<file path="src/rtl/axi2mem_arb_pkg.sv">
// -----------------------------------------------------------------------------
// axi2mem_arb_pkg
//   Shared types for the axi2mem transaction arbiter: the arbiter state
//   encoding and the 1-bit source tags stored in the per-lane tag FIFOs.
// -----------------------------------------------------------------------------
package axi2mem_arb_pkg;

  // IDLE_* states park priority on one channel. LOCK_* states hold a burst
  // until its last beat.
  typedef enum logic [1:0] {
    IDLE_PRI_RD = 2'd0,
    IDLE_PRI_WR = 2'd1,
    LOCK_RD     = 2'd2,
    LOCK_WR     = 2'd3
  } arb_state_e;

  // Source tag pushed per accepted lane request.
  localparam logic SRC_RD = 1'b0;
  localparam logic SRC_WR = 1'b1;

endpackage : axi2mem_arb_pkg

</file>
<file path="src/rtl/axi2mem_tag_fifo.sv">
// -----------------------------------------------------------------------------
// axi2mem_tag_fifo
//   In-order 1-bit FIFO that remembers which channel issued each outstanding
//   memory request on one lane.
//   Ports:
//     clk_i, rst_ni  clock, asynchronous active-low reset
//     push_i/data_i  enqueue one tag (ignored when full)
//     pop_i          dequeue the head tag (ignored when empty)
//     data_o         head tag
//     full_o/empty_o occupancy flags
// -----------------------------------------------------------------------------
module axi2mem_tag_fifo #(
  parameter int unsigned DEPTH = 4
) (
  input  logic clk_i,
  input  logic rst_ni,
  input  logic push_i,
  input  logic data_i,
  input  logic pop_i,
  output logic data_o,
  output logic full_o,
  output logic empty_o
);

  localparam int unsigned PW = $clog2(DEPTH);
  localparam int unsigned CW = PW + 1;

  logic [DEPTH-1:0] mem_q;
  logic [PW-1:0]    wptr_q, wptr_d;
  logic [PW-1:0]    rptr_q, rptr_d;
  logic [CW-1:0]    cnt_q, cnt_d;
  logic             push_ok, pop_ok;

  assign full_o  = (cnt_q == CW'(DEPTH));
  assign empty_o = (cnt_q == '0);
  assign data_o  = mem_q[rptr_q];

  assign push_ok = push_i & ~full_o;
  assign pop_ok  = pop_i & ~empty_o;

  // DEPTH is a power of two, so plain pointer increment wraps modulo DEPTH.
  always_comb begin
    wptr_d = wptr_q;
    rptr_d = rptr_q;
    cnt_d  = cnt_q;
    if (push_ok) wptr_d = wptr_q + PW'(1);
    if (pop_ok)  rptr_d = rptr_q + PW'(1);
    case ({push_ok, pop_ok})
      2'b10:   cnt_d = cnt_q + CW'(1);
      2'b01:   cnt_d = cnt_q - CW'(1);
      default: cnt_d = cnt_q;
    endcase
  end

  // NOTE: sequential state uses non-blocking assignments so every register
  // samples pre-edge values regardless of statement order.
  always_ff @(posedge clk_i or negedge rst_ni) begin
    if (!rst_ni) begin
      wptr_q <= '0;
      rptr_q <= '0;
      cnt_q  <= '0;
    end else begin
      wptr_q <= wptr_d;
      rptr_q <= rptr_d;
      cnt_q  <= cnt_d;
    end
  end

  // NOTE: tag storage is left unreset; an entry is only read after it has
  // been written, because the count gates every pop.
  always_ff @(posedge clk_i) begin
    if (push_ok) mem_q[wptr_q] <= data_i;
  end

endmodule : axi2mem_tag_fifo

</file>
<file path="src/rtl/axi2mem_trans_arbiter.sv">
// -----------------------------------------------------------------------------
// axi2mem_trans_arbiter
//   Shares the two memory lanes between the axi2mem read and write channels.
//   Whole bursts are arbitrated round-robin (optionally locked to the last
//   beat); each accepted lane request pushes its source into a per-lane tag
//   FIFO so memory responses are routed back to the issuing channel.
//   Ports:
//     rd_*   read channel requests/grants/responses (2 lanes)
//     wr_*   write channel requests/grants/completions (2 lanes)
//     mem_*  memory-side request and response interface (2 lanes)
//     err_o  sticky: a response arrived with no outstanding request
// -----------------------------------------------------------------------------
module axi2mem_trans_arbiter
  import axi2mem_arb_pkg::*;
#(
  parameter int unsigned ADDR_WIDTH = 32,
  parameter int unsigned DATA_WIDTH = 32,
  parameter int unsigned ID_WIDTH   = 6,
  parameter int unsigned TAG_DEPTH  = 4,
  parameter bit          BURST_LOCK = 1'b1,
  localparam int unsigned BE_WIDTH  = DATA_WIDTH / 8
) (
  input  logic                            clk_i,
  input  logic                            rst_ni,
  // read channel
  input  logic [1:0]                      rd_req_i,
  input  logic [1:0][ADDR_WIDTH-1:0]      rd_add_i,
  input  logic [1:0][ID_WIDTH-1:0]        rd_id_i,
  input  logic [1:0]                      rd_last_i,
  output logic [1:0]                      rd_gnt_o,
  output logic [1:0]                      rd_rvalid_o,
  output logic [1:0][DATA_WIDTH-1:0]      rd_rdata_o,
  // write channel
  input  logic [1:0]                      wr_req_i,
  input  logic [1:0][ADDR_WIDTH-1:0]      wr_add_i,
  input  logic [1:0][ID_WIDTH-1:0]        wr_id_i,
  input  logic [1:0]                      wr_last_i,
  input  logic [1:0][DATA_WIDTH-1:0]      wr_wdata_i,
  input  logic [1:0][BE_WIDTH-1:0]        wr_be_i,
  output logic [1:0]                      wr_gnt_o,
  output logic [1:0]                      wr_rvalid_o,
  // memory side
  output logic [1:0]                      mem_req_o,
  output logic [1:0][ADDR_WIDTH-1:0]      mem_add_o,
  output logic [1:0]                      mem_we_o,
  output logic [1:0][DATA_WIDTH-1:0]      mem_wdata_o,
  output logic [1:0][BE_WIDTH-1:0]        mem_be_o,
  output logic [1:0][ID_WIDTH-1:0]        mem_id_o,
  input  logic [1:0]                      mem_gnt_i,
  input  logic [1:0]                      mem_rvalid_i,
  input  logic [1:0][DATA_WIDTH-1:0]      mem_rdata_i,
  output logic                            err_o
);

  arb_state_e state_q, state_d;
  logic       sel_wr, ok, accept, sel_last;
  logic [1:0] sel_req, full, empty, head, push, pop;
  logic       err_q, err_d;

  // Requesters drive both lanes identically; only lane 0 steers the FSM.
  logic unused_lane1_last;
  assign unused_lane1_last = rd_last_i[1] ^ wr_last_i[1];

  assign sel_wr   = (state_q == IDLE_PRI_WR) || (state_q == LOCK_WR);
  assign sel_req  = sel_wr ? wr_req_i : rd_req_i;
  assign sel_last = sel_wr ? wr_last_i[0] : rd_last_i[0];

  // Grants never look at *_req_i, so a requester waiting for gnt before
  // raising req cannot close a combinational loop through this block.
  assign ok       = (&mem_gnt_i) & ~full[0] & ~full[1];
  assign rd_gnt_o = sel_wr ? 2'b00 : {ok, ok};
  assign wr_gnt_o = sel_wr ? {ok, ok} : 2'b00;
  assign accept   = sel_req[0] & ok;

  // Memory-side mux: zero latency pass-through of the selected channel.
  assign mem_req_o   = sel_req & {ok, ok};
  assign mem_add_o   = sel_wr ? wr_add_i : rd_add_i;
  assign mem_id_o    = sel_wr ? wr_id_i : rd_id_i;
  assign mem_we_o    = {2{sel_wr}};
  assign mem_wdata_o = sel_wr ? wr_wdata_i : '0;
  assign mem_be_o    = sel_wr ? wr_be_i : '0;

  always_comb begin
    state_d = state_q;
    case (state_q)
      IDLE_PRI_RD: begin
        // An idle cycle hands priority over so the other side waits <= 1 cycle.
        if (!rd_req_i[0])  state_d = IDLE_PRI_WR;
        else if (accept)   state_d = (rd_last_i[0] || !BURST_LOCK) ? IDLE_PRI_WR : LOCK_RD;
      end
      IDLE_PRI_WR: begin
        if (!wr_req_i[0])  state_d = IDLE_PRI_RD;
        else if (accept)   state_d = (wr_last_i[0] || !BURST_LOCK) ? IDLE_PRI_RD : LOCK_WR;
      end
      LOCK_RD:     if (accept && sel_last) state_d = IDLE_PRI_WR;
      LOCK_WR:     if (accept && sel_last) state_d = IDLE_PRI_RD;
      default:     state_d = IDLE_PRI_RD;
    endcase
  end

  always_ff @(posedge clk_i or negedge rst_ni) begin
    if (!rst_ni) state_q <= IDLE_PRI_RD;
    else         state_q <= state_d;
  end

  // Per-lane source tracking. A response with an empty FIFO is dropped even
  // if a push happens the same cycle: memory latency is at least one cycle,
  // so such a response cannot belong to that request.
  for (genvar b = 0; b < 2; b++) begin : g_lane
    assign push[b] = mem_req_o[b] & mem_gnt_i[b];
    assign pop[b]  = mem_rvalid_i[b] & ~empty[b];

    axi2mem_tag_fifo #(
      .DEPTH (TAG_DEPTH)
    ) u_tag_fifo (
      .clk_i   (clk_i),
      .rst_ni  (rst_ni),
      .push_i  (push[b]),
      .data_i  (sel_wr ? SRC_WR : SRC_RD),
      .pop_i   (pop[b]),
      .data_o  (head[b]),
      .full_o  (full[b]),
      .empty_o (empty[b])
    );

    assign rd_rvalid_o[b] = pop[b] & (head[b] == SRC_RD);
    assign wr_rvalid_o[b] = pop[b] & (head[b] == SRC_WR);
  end

  assign rd_rdata_o = mem_rdata_i;

  assign err_d = err_q | (|(mem_rvalid_i & empty));

  always_ff @(posedge clk_i or negedge rst_ni) begin
    if (!rst_ni) err_q <= 1'b0;
    else         err_q <= err_d;
  end

  assign err_o = err_q;

endmodule : axi2mem_trans_arbiter

</file>
<file path="config.mk">
export PLATFORM = sky130hd
export DESIGN_NAME = axi2mem_trans_arbiter
export DESIGN_NICKNAME = d
export VERILOG_FILES = /design/src/rtl/axi2mem_arb_pkg.sv /design/src/rtl/axi2mem_tag_fifo.sv /design/src/rtl/axi2mem_trans_arbiter.sv
export SDC_FILE = /design/constraint.sdc
export NUM_CORES = 1
export LEC_CHECK = 0
export ABC_CLOCK_PERIOD_IN_PS = 3350
export CAP_MARGIN = 10
export CORE_AREA = 2 2 207 209
export DETAILED_ROUTE_END_ITERATION = 8
export DIE_AREA = 0 0 209 211
export PLACE_DENSITY = 0.37
export REMOVE_ABC_BUFFERS = 1
export SKIP_LAST_GASP = 1
export SYNTH_ARGS = -nofsm -noshare
export SYNTH_HDL_FRONTEND = slang
export SYNTH_HIERARCHICAL = 1
export SYNTH_SLANG_ARGS = --single-unit
</file>
<file path="constraint.sdc">
create_clock -name clk_i -period 3.35 [get_ports clk_i]
set_input_delay 1.005 -clock clk_i [delete_from_list [all_inputs] [get_ports clk_i]]
set_output_delay 1.005 -clock clk_i [all_outputs]
set_load 0.03 [all_outputs]
</file>
==> impl_metrics.xml, run 1 <==
<?xml version="1.0" encoding="UTF-8"?>
<metrics>
  <group name="cts">
    <metric name="cts_made_buffers" unit="">3</metric>
    <metric name="cts_root_buf" unit="">sky130_fd_sc_hd__clkbuf_16</metric>
    <metric name="clkLatencyLatePin" unit="ps">260</metric>
    <metric name="cts_tree" unit="">built</metric>
    <metric name="clock_tree.htree_level_count" unit="">1</metric>
    <metric name="cts.reportedPaths.clkPinSlew" unit="ps">60</metric>
    <metric name="post-cts-setup-buffers" unit="">0</metric>
    <metric name="cts.sinks" unit="">25</metric>
    <metric name="cts_buffer_depth" unit="">2</metric>
  </group>
  <group name="worst_setup_path">
    <metric name="cp_cell_sequence" unit="">clkdlybuf4s50_1 &gt; mux2_4 &gt; clkdlybuf4s50_1</metric>
    <metric name="worstPathRequired" unit="ps">2340</metric>
    <metric name="path_delay_family" unit="">buffers and inverters</metric>
    <metric name="setup.worst_path.class" unit="">primary input to primary output</metric>
    <metric name="cp.buffers_inverters" unit="">2</metric>
    <metric name="crit_path_start_kind" unit="">primary input</metric>
    <metric name="regToRegSetupSlack" unit="ps">680</metric>
    <metric name="crit_path_end_kind" unit="">primary output</metric>
    <metric name="r2r.worst_path.cells" unit="">13</metric>
    <metric name="cp_data_arrival_time" unit="ps">2320</metric>
    <metric name="worst_path_largest_cell_delay" unit="ps">590</metric>
    <metric name="crit_top_cell" unit="">sky130_fd_sc_hd__clkdlybuf4s50_1</metric>
    <metric name="regToRegStartpoint" unit="">g_lane[0].u_tag_fifo/cnt_q[0]$_DFFE_PN0P_</metric>
    <metric name="critical-path-slowest-cell" unit="">sky130_fd_sc_hd__clkdlybuf4s50_1</metric>
    <metric name="worstPathMaxFanout" unit="">1</metric>
    <metric name="capture_point_of_the_worst_reg_to_reg_path" unit="">g_lane[1].u_tag_fifo/cnt_q[2]$_DFFE_PN0P_</metric>
  </group>
  <group name="finish">
    <metric name="postLayoutCoreUtil" unit="">0.202</metric>
    <metric name="layout-area-overhead-vs-synth" unit="%">122</metric>
    <metric name="fillerInstances" unit="">4572</metric>
    <metric name="layout.nets" unit="">993</metric>
    <metric name="finish.instance_area" unit="um^2">8420</metric>
    <metric name="drive_above_1_share" unit="">0.292</metric>
  </group>
  <group name="timing">
    <metric name="final_worst_path_period_need" unit="ps">3330</metric>
    <metric name="timing.final.crit_share" unit="">0.993</metric>
    <metric name="slew-limit-headroom" unit="">0.523</metric>
    <metric name="timing.fmax" unit="MHz">300</metric>
    <metric name="finalHoldViolations" unit="">0</metric>
    <metric name="timing.clock.skew" unit="ps">2.83</metric>
    <metric name="finalSetupViolations" unit="">0</metric>
    <metric name="worst_slew_pin_slew" unit="ps">714</metric>
    <metric name="setup_repair_after_global_routing_missed_its_margin" unit="">no</metric>
    <metric name="drv_slew" unit="">0</metric>
  </group>
  <group name="routing">
    <metric name="antenna_violating_nets_post_route" unit="">0</metric>
    <metric name="wire_per_inst" unit="um">21.7</metric>
    <metric name="drt_pre_antenna_iters" unit="">4</metric>
    <metric name="viasPerCell" unit="">3.14</metric>
    <metric name="route.detailed.drc" unit="">0</metric>
    <metric name="vias" unit="">3836</metric>
    <metric name="drtIter0Drc" unit="">207</metric>
    <metric name="final_routed_wirelength" unit="um">26500</metric>
  </group>
  <group name="floorplanning">
    <metric name="fp.dieH" unit="um">211</metric>
    <metric name="i_o_pin_count" unit="">527</metric>
    <metric name="die_area" unit="um^2">44100</metric>
    <metric name="dieWidth" unit="um">209</metric>
    <metric name="start_util" unit="">0.0908</metric>
    <metric name="coreArea" unit="um^2">41800</metric>
    <metric name="placementRows" unit="">75</metric>
  </group>
  <group name="global_routing">
    <metric name="first_global_vias" unit="">3990</metric>
    <metric name="grt_antenna_before_repair" unit="">10</metric>
    <metric name="gr-usage-all-layers" unit="">0.112</metric>
    <metric name="pin_count_of_the_biggest_net_entering_global_routing" unit="">39</metric>
    <metric name="grt_first_pass_wirelength" unit="um">33800</metric>
    <metric name="grt_remaining_overflow" unit="">0</metric>
  </group>
  <group name="worst_hold_path">
    <metric name="timing.hold.worst.start" unit="">err_o$_DFF_PN0_</metric>
    <metric name="timing.hold.worst.class" unit="">flip-flop to flip-flop</metric>
    <metric name="timing.hold.worst_path_depth" unit="">1</metric>
    <metric name="endpoint_worst_hold" unit="">err_o$_DFF_PN0_</metric>
  </group>
  <group name="synthesis">
    <metric name="synth_top_flop_cell" unit="">sky130_fd_sc_hd__dfrtp_1</metric>
    <metric name="synthMostInstantiatedCell" unit="">sky130_fd_sc_hd__mux2_4</metric>
    <metric name="synth.ff_latch_count" unit="">25</metric>
    <metric name="synth-compound-area-share" unit="">0.0188</metric>
    <metric name="synth_largest_area_cell" unit="">sky130_fd_sc_hd__mux2_4</metric>
    <metric name="synth-warning-count" unit="">6</metric>
    <metric name="yosys-mux-area-fraction" unit="">0.334</metric>
    <metric name="ranking_of_synthesized_cells_by_area" unit="">sky130_fd_sc_hd__mux2_4 30%, sky130_fd_sc_hd__buf_4 14%, sky130_fd_sc_hd__and2_1 13%</metric>
    <metric name="synth-simple-area-share" unit="">0.188</metric>
    <metric name="synth-adder-area-share" unit="">0.0436</metric>
    <metric name="mean_instance_size_in_the_synthesized_netlist" unit="um^2">10.6</metric>
    <metric name="syn_area" unit="um^2">3790</metric>
    <metric name="synthDominantCellAreaShare" unit="">0.305</metric>
    <metric name="synth-xor-area-share" unit="">0.0277</metric>
    <metric name="dominant_combinational_cell_family_by_area_after_synthesis" unit="">multiplexers</metric>
    <metric name="ys_seq_area_frac" unit="">0.176</metric>
    <metric name="number_of_enable_flip_flop_cells_after_synthesis" unit="">8</metric>
    <metric name="top_post_synthesis_cells_by_count" unit="">77 x sky130_fd_sc_hd__mux2_4, 76 x sky130_fd_sc_hd__and2_1, 69 x sky130_fd_sc_hd__buf_4, 17 x sky130_fd_sc_hd__dfrtp_1, 14 x sky130_fd_sc_hd__inv_1</metric>
    <metric name="postSynthCellCount" unit="">356</metric>
    <metric name="share_of_async_settable_or_async_resettable_flops_after_synthesis" unit="">0.680</metric>
    <metric name="synth_cell_type_count" unit="">43</metric>
  </group>
  <group name="power">
    <metric name="pwr-share-clk" unit="">0.046</metric>
    <metric name="worst_ir_drop_vdd" unit="uV">242</metric>
    <metric name="combPwrFrac" unit="">0.849</metric>
    <metric name="p_leak" unit="nW">3.43</metric>
    <metric name="power.switching_fraction" unit="">0.462</metric>
    <metric name="power.internal" unit="W">0.00311</metric>
    <metric name="power_per_cell_area" unit="nW/um^2">686</metric>
    <metric name="total_power" unit="W">0.00578</metric>
    <metric name="power.sequential.fraction" unit="">0.105</metric>
    <metric name="switchingPower" unit="W">0.00267</metric>
  </group>
  <group name="placement">
    <metric name="port_buffers" unit="">396</metric>
    <metric name="detailed_place.area" unit="um^2">8330</metric>
    <metric name="dp.final_hpwl" unit="um">23700</metric>
    <metric name="place.gp.congestion" unit="">0.719</metric>
  </group>
  <group name="job">
    <metric name="cap_violations" unit="">0</metric>
  </group>
  <group name="outcome">
    <metric name="result_of_the_run" unit="">finished clean</metric>
  </group>
</metrics>
metrics by stage:
stage          instances  setup WS, ps  TNS (ps)  hold WS [ps]
5_1_grt             1217          5.67         0           513
3_5_place_dp        1213          12.6         0           466
4_1_cts             1217          7.45         0           492
6_report            1220          21.9         0           485
2_1_floorplan        267         -3160   -421790           453
3_3_place_gp        1213          9.07         0           475
how the worst max path moves through the flow:
stage | from | endpoint | slack, ps | cells after the start
6_report | rd_add_i[20] | mem_add_o[20] | 20 | 3
3_3_place_gp | rd_add_i[41] | mem_add_o[41] | 9 | 3
2_1_floorplan | state_q[0]$_DFFE_PN0P_ | rd_gnt_o[0] | -3160 | 1
4_1_cts | rd_add_i[20] | mem_add_o[20] | 7 | 3
3_5_place_dp | rd_add_i[20] | mem_add_o[20] | 10 | 3
5_1_grt | rd_add_i[20] | mem_add_o[20] | 6 | 3
registers in the layout, indices dropped and copies added (netlist names):
register,count
state_q,2
g_lane.u_tag_fifo/mem_q,8
g_lane.u_tag_fifo/wptr_q,4
err_o,1
g_lane.u_tag_fifo/cnt_q,6
g_lane.u_tag_fifo/rptr_q,4
cell type report:
cell class | count | area [um^2] | area share
Timing Repair Buffer | 407 | 4610 | 0.548
Multi-Input combinational cell | 228 | 2320 | 0.276
Tap cell | 539 | 674 | 0.0801
Sequential cell | 25 | 669 | 0.0795
Clock buffer | 4 | 78.8 | 0.00936
Inverter | 14 | 52.6 | 0.00624
Antenna cell | 3 | 7.51 | 0.000892
cells in the final DEF (no fill, tap or decap), types with 2 or more instances in the layout:
master / n
sky130_fd_sc_hd__and2_2: 2
sky130_fd_sc_hd__inv_1: 14
sky130_fd_sc_hd__mux2i_1: 4
sky130_fd_sc_hd__o21ai_1: 2
sky130_fd_sc_hd__nand2_1: 3
sky130_fd_sc_hd__mux2_4: 77
sky130_fd_sc_hd__edfxtp_1: 8
sky130_fd_sc_hd__fa_1: 2
sky130_fd_sc_hd__mux4_2: 2
sky130_fd_sc_hd__nor3_1: 3
sky130_fd_sc_hd__and2_1: 76
sky130_fd_sc_hd__xnor2_1: 6
sky130_fd_sc_hd__and3_2: 4
sky130_fd_sc_hd__buf_12: 63
sky130_fd_sc_hd__clkbuf_16: 3
sky130_fd_sc_hd__nor2_1: 8
sky130_fd_sc_hd__buf_4: 37
sky130_fd_sc_hd__clkdlybuf4s50_1: 306
sky130_fd_sc_hd__nor2b_1: 4
sky130_fd_sc_hd__and3b_1: 2
sky130_fd_sc_hd__xor2_1: 6
sky130_fd_sc_hd__ha_1: 10
sky130_fd_sc_hd__diode_2: 3
sky130_fd_sc_hd__dfrtp_1: 16
sky130_fd_sc_hd__o31a_2: 2
per-layer routing:
layer,up-vias,wire (um),GRT usage
li1,1750,-,-
met1,1704,11100,0.139
met2,334,9980,0.144
met3,26,4930,0.0993
met4,22,89,0.00813
met5,-,402,0.0501
power by group through the flow:
stage,clock network [W],registers (W),logic [W]
final,0.000263,0.000607,0.00491
after CTS,0.000275,0.000614,0.00502
after detailed placement,0,0.000618,0.00499
after global placement,0,0.000617,0.00500
after global routing,0.000287,0.000630,0.00519
after floorplan,0,0.000790,0.00239
what timing repair did:
| action | CTS | global route |
|---|---|---|
| hold buffers | 0 | 0 |
| setup endpoints to repair | 0 | 1 |
| gates resized for setup | 0 | 1 |
kinds of logic (layout without fill, tap and decap cells):
kind of cell | after synthesis | in the layout
other | 0 | 3
AO/OA/AOI/OAI | 9 | 9
AND/OR/NAND/NOR | 110 | 110
multiplexers | 85 | 85
flip-flops | 25 | 25
buffers and inverters | 103 | 425
XOR/XNOR | 12 | 12
adder cells (fa/ha/maj) | 12 | 12
Power figures use the tool's default switching activity.
==> run 2: changes to the inputs <==
--- a/config.mk
+++ b/config.mk
@@ -13,6 +13,7 @@
 export PLACE_DENSITY = 0.37
 export REMOVE_ABC_BUFFERS = 1
 export SKIP_LAST_GASP = 1
+export SLEW_MARGIN = 10
 export SYNTH_ARGS = -nofsm -noshare
 export SYNTH_HDL_FRONTEND = slang
 export SYNTH_HIERARCHICAL = 1
==> results of run 2 <==
Final layout, timing and power as in run 1 (identical DEF).
==> run 3: changes to the inputs <==
--- a/config.mk
+++ b/config.mk
@@ -10,10 +10,10 @@
 export CORE_AREA = 2 2 207 209
 export DETAILED_ROUTE_END_ITERATION = 8
 export DIE_AREA = 0 0 209 211
+export GPL_TIMING_DRIVEN = 0
 export PLACE_DENSITY = 0.37
 export REMOVE_ABC_BUFFERS = 1
 export SKIP_LAST_GASP = 1
-export SLEW_MARGIN = 10
 export SYNTH_ARGS = -nofsm -noshare
 export SYNTH_HDL_FRONTEND = slang
 export SYNTH_HIERARCHICAL = 1
==> impl_metrics.xml, run 3 (synthesis results as in run 1) <==
<?xml version="1.0" encoding="UTF-8"?>
<metrics>
  <group name="timing">
    <metric name="timing.final.crit_share" unit="">0.998</metric>
    <metric name="finalHoldViolations" unit="">0</metric>
    <metric name="fin_tns_setup" unit="ps">0</metric>
    <metric name="worst_slew_pin_slew" unit="ps">830</metric>
    <metric name="final_worst_path_period_need" unit="ps">3340</metric>
    <metric name="slew-limit-headroom" unit="">0.445</metric>
    <metric name="timing.fmax" unit="MHz">299</metric>
    <metric name="finalSetupViolations" unit="">0</metric>
    <metric name="drv_slew" unit="">0</metric>
    <metric name="final.hold.worst_slack" unit="ps">484</metric>
    <metric name="timing.clock.skew" unit="ps">5.24</metric>
    <metric name="setup_repair_after_global_routing_missed_its_margin" unit="">no</metric>
  </group>
  <group name="global_routing">
    <metric name="grt_remaining_overflow" unit="">0</metric>
    <metric name="global_route.usage.met2" unit="">0.146</metric>
    <metric name="gr-usage-all-layers" unit="">0.114</metric>
    <metric name="met1_layer_usage_reported_by_global_route" unit="">0.129</metric>
    <metric name="first_global_vias" unit="">4017</metric>
    <metric name="gr-usage-met3" unit="">0.122</metric>
    <metric name="pin_count_of_the_biggest_net_entering_global_routing" unit="">59</metric>
    <metric name="grt_antenna_before_repair" unit="">18</metric>
    <metric name="grt_first_pass_wirelength" unit="um">34500</metric>
    <metric name="globalRoute.busiestLayer" unit="">met2</metric>
  </group>
  <group name="cts">
    <metric name="clkLatencyLatePin" unit="ps">260</metric>
    <metric name="cts_hold_repair.buffers" unit="">0</metric>
    <metric name="clock_tree.htree_level_count" unit="">1</metric>
    <metric name="cts_root_buf" unit="">sky130_fd_sc_hd__clkbuf_16</metric>
    <metric name="cts.sinks" unit="">25</metric>
    <metric name="cts_made_buffers" unit="">3</metric>
    <metric name="cts_buffer_depth" unit="">2</metric>
    <metric name="cts.reportedPaths.clkPinSlew" unit="ps">60</metric>
    <metric name="cts_tree" unit="">built</metric>
  </group>
  <group name="power">
    <metric name="power.sequential.fraction" unit="">0.109</metric>
    <metric name="power.switching_fraction" unit="">0.488</metric>
    <metric name="power_per_cell_area" unit="nW/um^2">664</metric>
    <metric name="combPwrFrac" unit="">0.840</metric>
    <metric name="switchingPower" unit="W">0.00256</metric>
    <metric name="pwr-share-clk" unit="">0.051</metric>
    <metric name="power.internal" unit="W">0.00269</metric>
    <metric name="p_leak" unit="nW">3.25</metric>
    <metric name="worst_ir_drop_vdd" unit="uV">260</metric>
  </group>
  <group name="routing">
    <metric name="antenna_violating_nets_post_route" unit="">0</metric>
    <metric name="viasPerCell" unit="">3.16</metric>
    <metric name="route.detailed.drc" unit="">0</metric>
    <metric name="drtIter0Drc" unit="">143</metric>
    <metric name="wire_per_inst" unit="um">21.9</metric>
    <metric name="vias" unit="">3855</metric>
    <metric name="final_routed_wirelength" unit="um">26700</metric>
    <metric name="drt_pre_antenna_iters" unit="">4</metric>
  </group>
  <group name="worst_setup_path">
    <metric name="capture_point_of_the_worst_reg_to_reg_path" unit="">g_lane[0].u_tag_fifo/cnt_q[2]$_DFFE_PN0P_</metric>
    <metric name="r2r.worst_path.cells" unit="">12</metric>
    <metric name="crit_path_end_kind" unit="">primary output</metric>
    <metric name="setup.worst_path.class" unit="">primary input to primary output</metric>
    <metric name="worst_path_largest_cell_delay" unit="ps">700</metric>
    <metric name="regToRegStartpoint" unit="">g_lane[0].u_tag_fifo/cnt_q[0]$_DFFE_PN0P_</metric>
    <metric name="crit_path_start_kind" unit="">primary input</metric>
    <metric name="regToRegSetupSlack" unit="ps">770</metric>
    <metric name="worstPathMaxFanout" unit="">1</metric>
    <metric name="critical-path-slowest-cell" unit="">sky130_fd_sc_hd__clkdlybuf4s50_1</metric>
    <metric name="cp.buffers_inverters" unit="">2</metric>
    <metric name="cp_cell_sequence" unit="">clkdlybuf4s50_1 &gt; and2_1 &gt; clkdlybuf4s50_1</metric>
    <metric name="crit_top_cell" unit="">sky130_fd_sc_hd__clkdlybuf4s50_1</metric>
    <metric name="path_delay_family" unit="">buffers and inverters</metric>
    <metric name="cp_data_arrival_time" unit="ps">2340</metric>
    <metric name="worstPathRequired" unit="ps">2340</metric>
  </group>
  <group name="placement">
    <metric name="place.gp.congestion" unit="">0.715</metric>
    <metric name="port_buffers" unit="">396</metric>
    <metric name="numPlacedInstances" unit="">1205</metric>
    <metric name="dp.final_hpwl" unit="um">23500</metric>
  </group>
  <group name="floorplanning">
    <metric name="start_util" unit="">0.0908</metric>
    <metric name="i_o_pin_count" unit="">527</metric>
    <metric name="dieWidth" unit="um">209</metric>
    <metric name="coreArea" unit="um^2">41800</metric>
    <metric name="die_area" unit="um^2">44100</metric>
    <metric name="placementRows" unit="">75</metric>
    <metric name="fp.dieH" unit="um">211</metric>
  </group>
  <group name="worst_hold_path">
    <metric name="timing.hold.worst_path_depth" unit="">1</metric>
    <metric name="endpoint_worst_hold" unit="">err_o$_DFF_PN0_</metric>
    <metric name="timing.hold.worst.class" unit="">flip-flop to flip-flop</metric>
    <metric name="timing.hold.worst.start" unit="">err_o$_DFF_PN0_</metric>
  </group>
  <group name="finish">
    <metric name="postLayoutCoreUtil" unit="">0.189</metric>
    <metric name="fin_cells" unit="">1220</metric>
    <metric name="largest_registers" unit="">g_lane.u_tag_fifo/mem_q: 8 flops, g_lane.u_tag_fifo/cnt_q: 6 flops</metric>
    <metric name="fillerInstances" unit="">4597</metric>
    <metric name="drive_above_1_share" unit="">0.166</metric>
    <metric name="register_with_the_most_flip_flops" unit="">g_lane.u_tag_fifo/mem_q</metric>
    <metric name="mostFrequentLayoutCells" unit="">353 x sky130_fd_sc_hd__clkdlybuf4s50_1, 77 x sky130_fd_sc_hd__mux2_4, 76 x sky130_fd_sc_hd__and2_1, 26 x sky130_fd_sc_hd__dlygate4sd2_1, 16 x sky130_fd_sc_hd__dfrtp_1</metric>
    <metric name="layout-area-overhead-vs-synth" unit="%">108</metric>
    <metric name="layout.nets" unit="">988</metric>
    <metric name="largest_reg_flops" unit="">8</metric>
    <metric name="final_common_cell" unit="">sky130_fd_sc_hd__clkdlybuf4s50_1</metric>
  </group>
  <group name="outcome">
    <metric name="result_of_the_run" unit="">finished clean</metric>
  </group>
  <group name="job">
    <metric name="cap_violations" unit="">0</metric>
  </group>
</metrics>
==> run 3: how the worst max path moves through the flow <==
stage,start,depth (start not counted),slack (ps),to
floorplan,state_q[0]$_DFFE_PN0P_,1,-3160,rd_gnt_o[0]
global placement,state_q[0]$_DFFE_PN0P_,3,-5070,wr_gnt_o[1]
detailed placement,mem_gnt_i[0],4,-460,wr_gnt_o[0]
CTS,mem_gnt_i[0],4,-70,wr_gnt_o[0]
global route,wr_add_i[4],3,3,mem_add_o[4]
finish,wr_wdata_i[30],3,5,mem_wdata_o[30]
==> run 3: worst register-to-register path, cell delays in order (launching register included) <==
cell and delay (ps):
sky130_fd_sc_hd__dfrtp_1 430, sky130_fd_sc_hd__or3b_4 450, sky130_fd_sc_hd__inv_1 80, sky130_fd_sc_hd__nand4bb_4 190, sky130_fd_sc_hd__nor2_1 100, sky130_fd_sc_hd__and2_4 180, sky130_fd_sc_hd__inv_1 60, sky130_fd_sc_hd__ha_1 170
sky130_fd_sc_hd__inv_1 60, sky130_fd_sc_hd__fa_1 370, sky130_fd_sc_hd__xor2_1 150, sky130_fd_sc_hd__nor2_1 110, sky130_fd_sc_hd__xor2_1 150
==> run 3: final cells by class <==
type / instances / area [um^2] / share of cell area
multi-input combinational: 228 / 2340 / 0.296
sequential: 25 / 669 / 0.0848
antenna: 8 / 20.0 / 0.00254
timing repair buffer: 402 / 4060 / 0.514
inverter: 14 / 52.6 / 0.00666
clock buffer: 4 / 78.8 / 0.00998
tap: 539 / 674 / 0.0854
==> run 3: per-stage QoR <==
stage	total power, W	setup WS, ps	instance area [um^2]
after CTS	0.00535	-68.0	7850
after floorplan	0.00318	-3160	3040
final	0.00525	5.49	7900
after global routing	0.00556	2.65	7880
after detailed placement	0.00507	-456	7760
after global placement	0.00402	-5070	7680
==> run 3: what timing repair did <==
item	CTS	global route
pin swaps	0	0
setup buffers	3	0
endpoints found under the setup margin	106	17
resized for setup	43	17
==> run 3: per-layer routing <==
metal	wire, um	up-vias
li1	-	1754
met1	10200	1703
met2	10100	356
met3	5930	26
met4	150	16
met5	345	-
==> run 3: power by group through the flow <==
| stage | clock [W] | combinational, W | sequential [W] |
|---|---|---|---|
| after floorplan | 0 | 0.00239 | 0.000790 |
| after global placement | 0 | 0.00321 | 0.000805 |
| after detailed placement | 0 | 0.00441 | 0.000664 |
| after CTS | 0.000279 | 0.00450 | 0.000571 |
| after global routing | 0.000290 | 0.00468 | 0.000589 |
| final | 0.000267 | 0.00441 | 0.000570 |
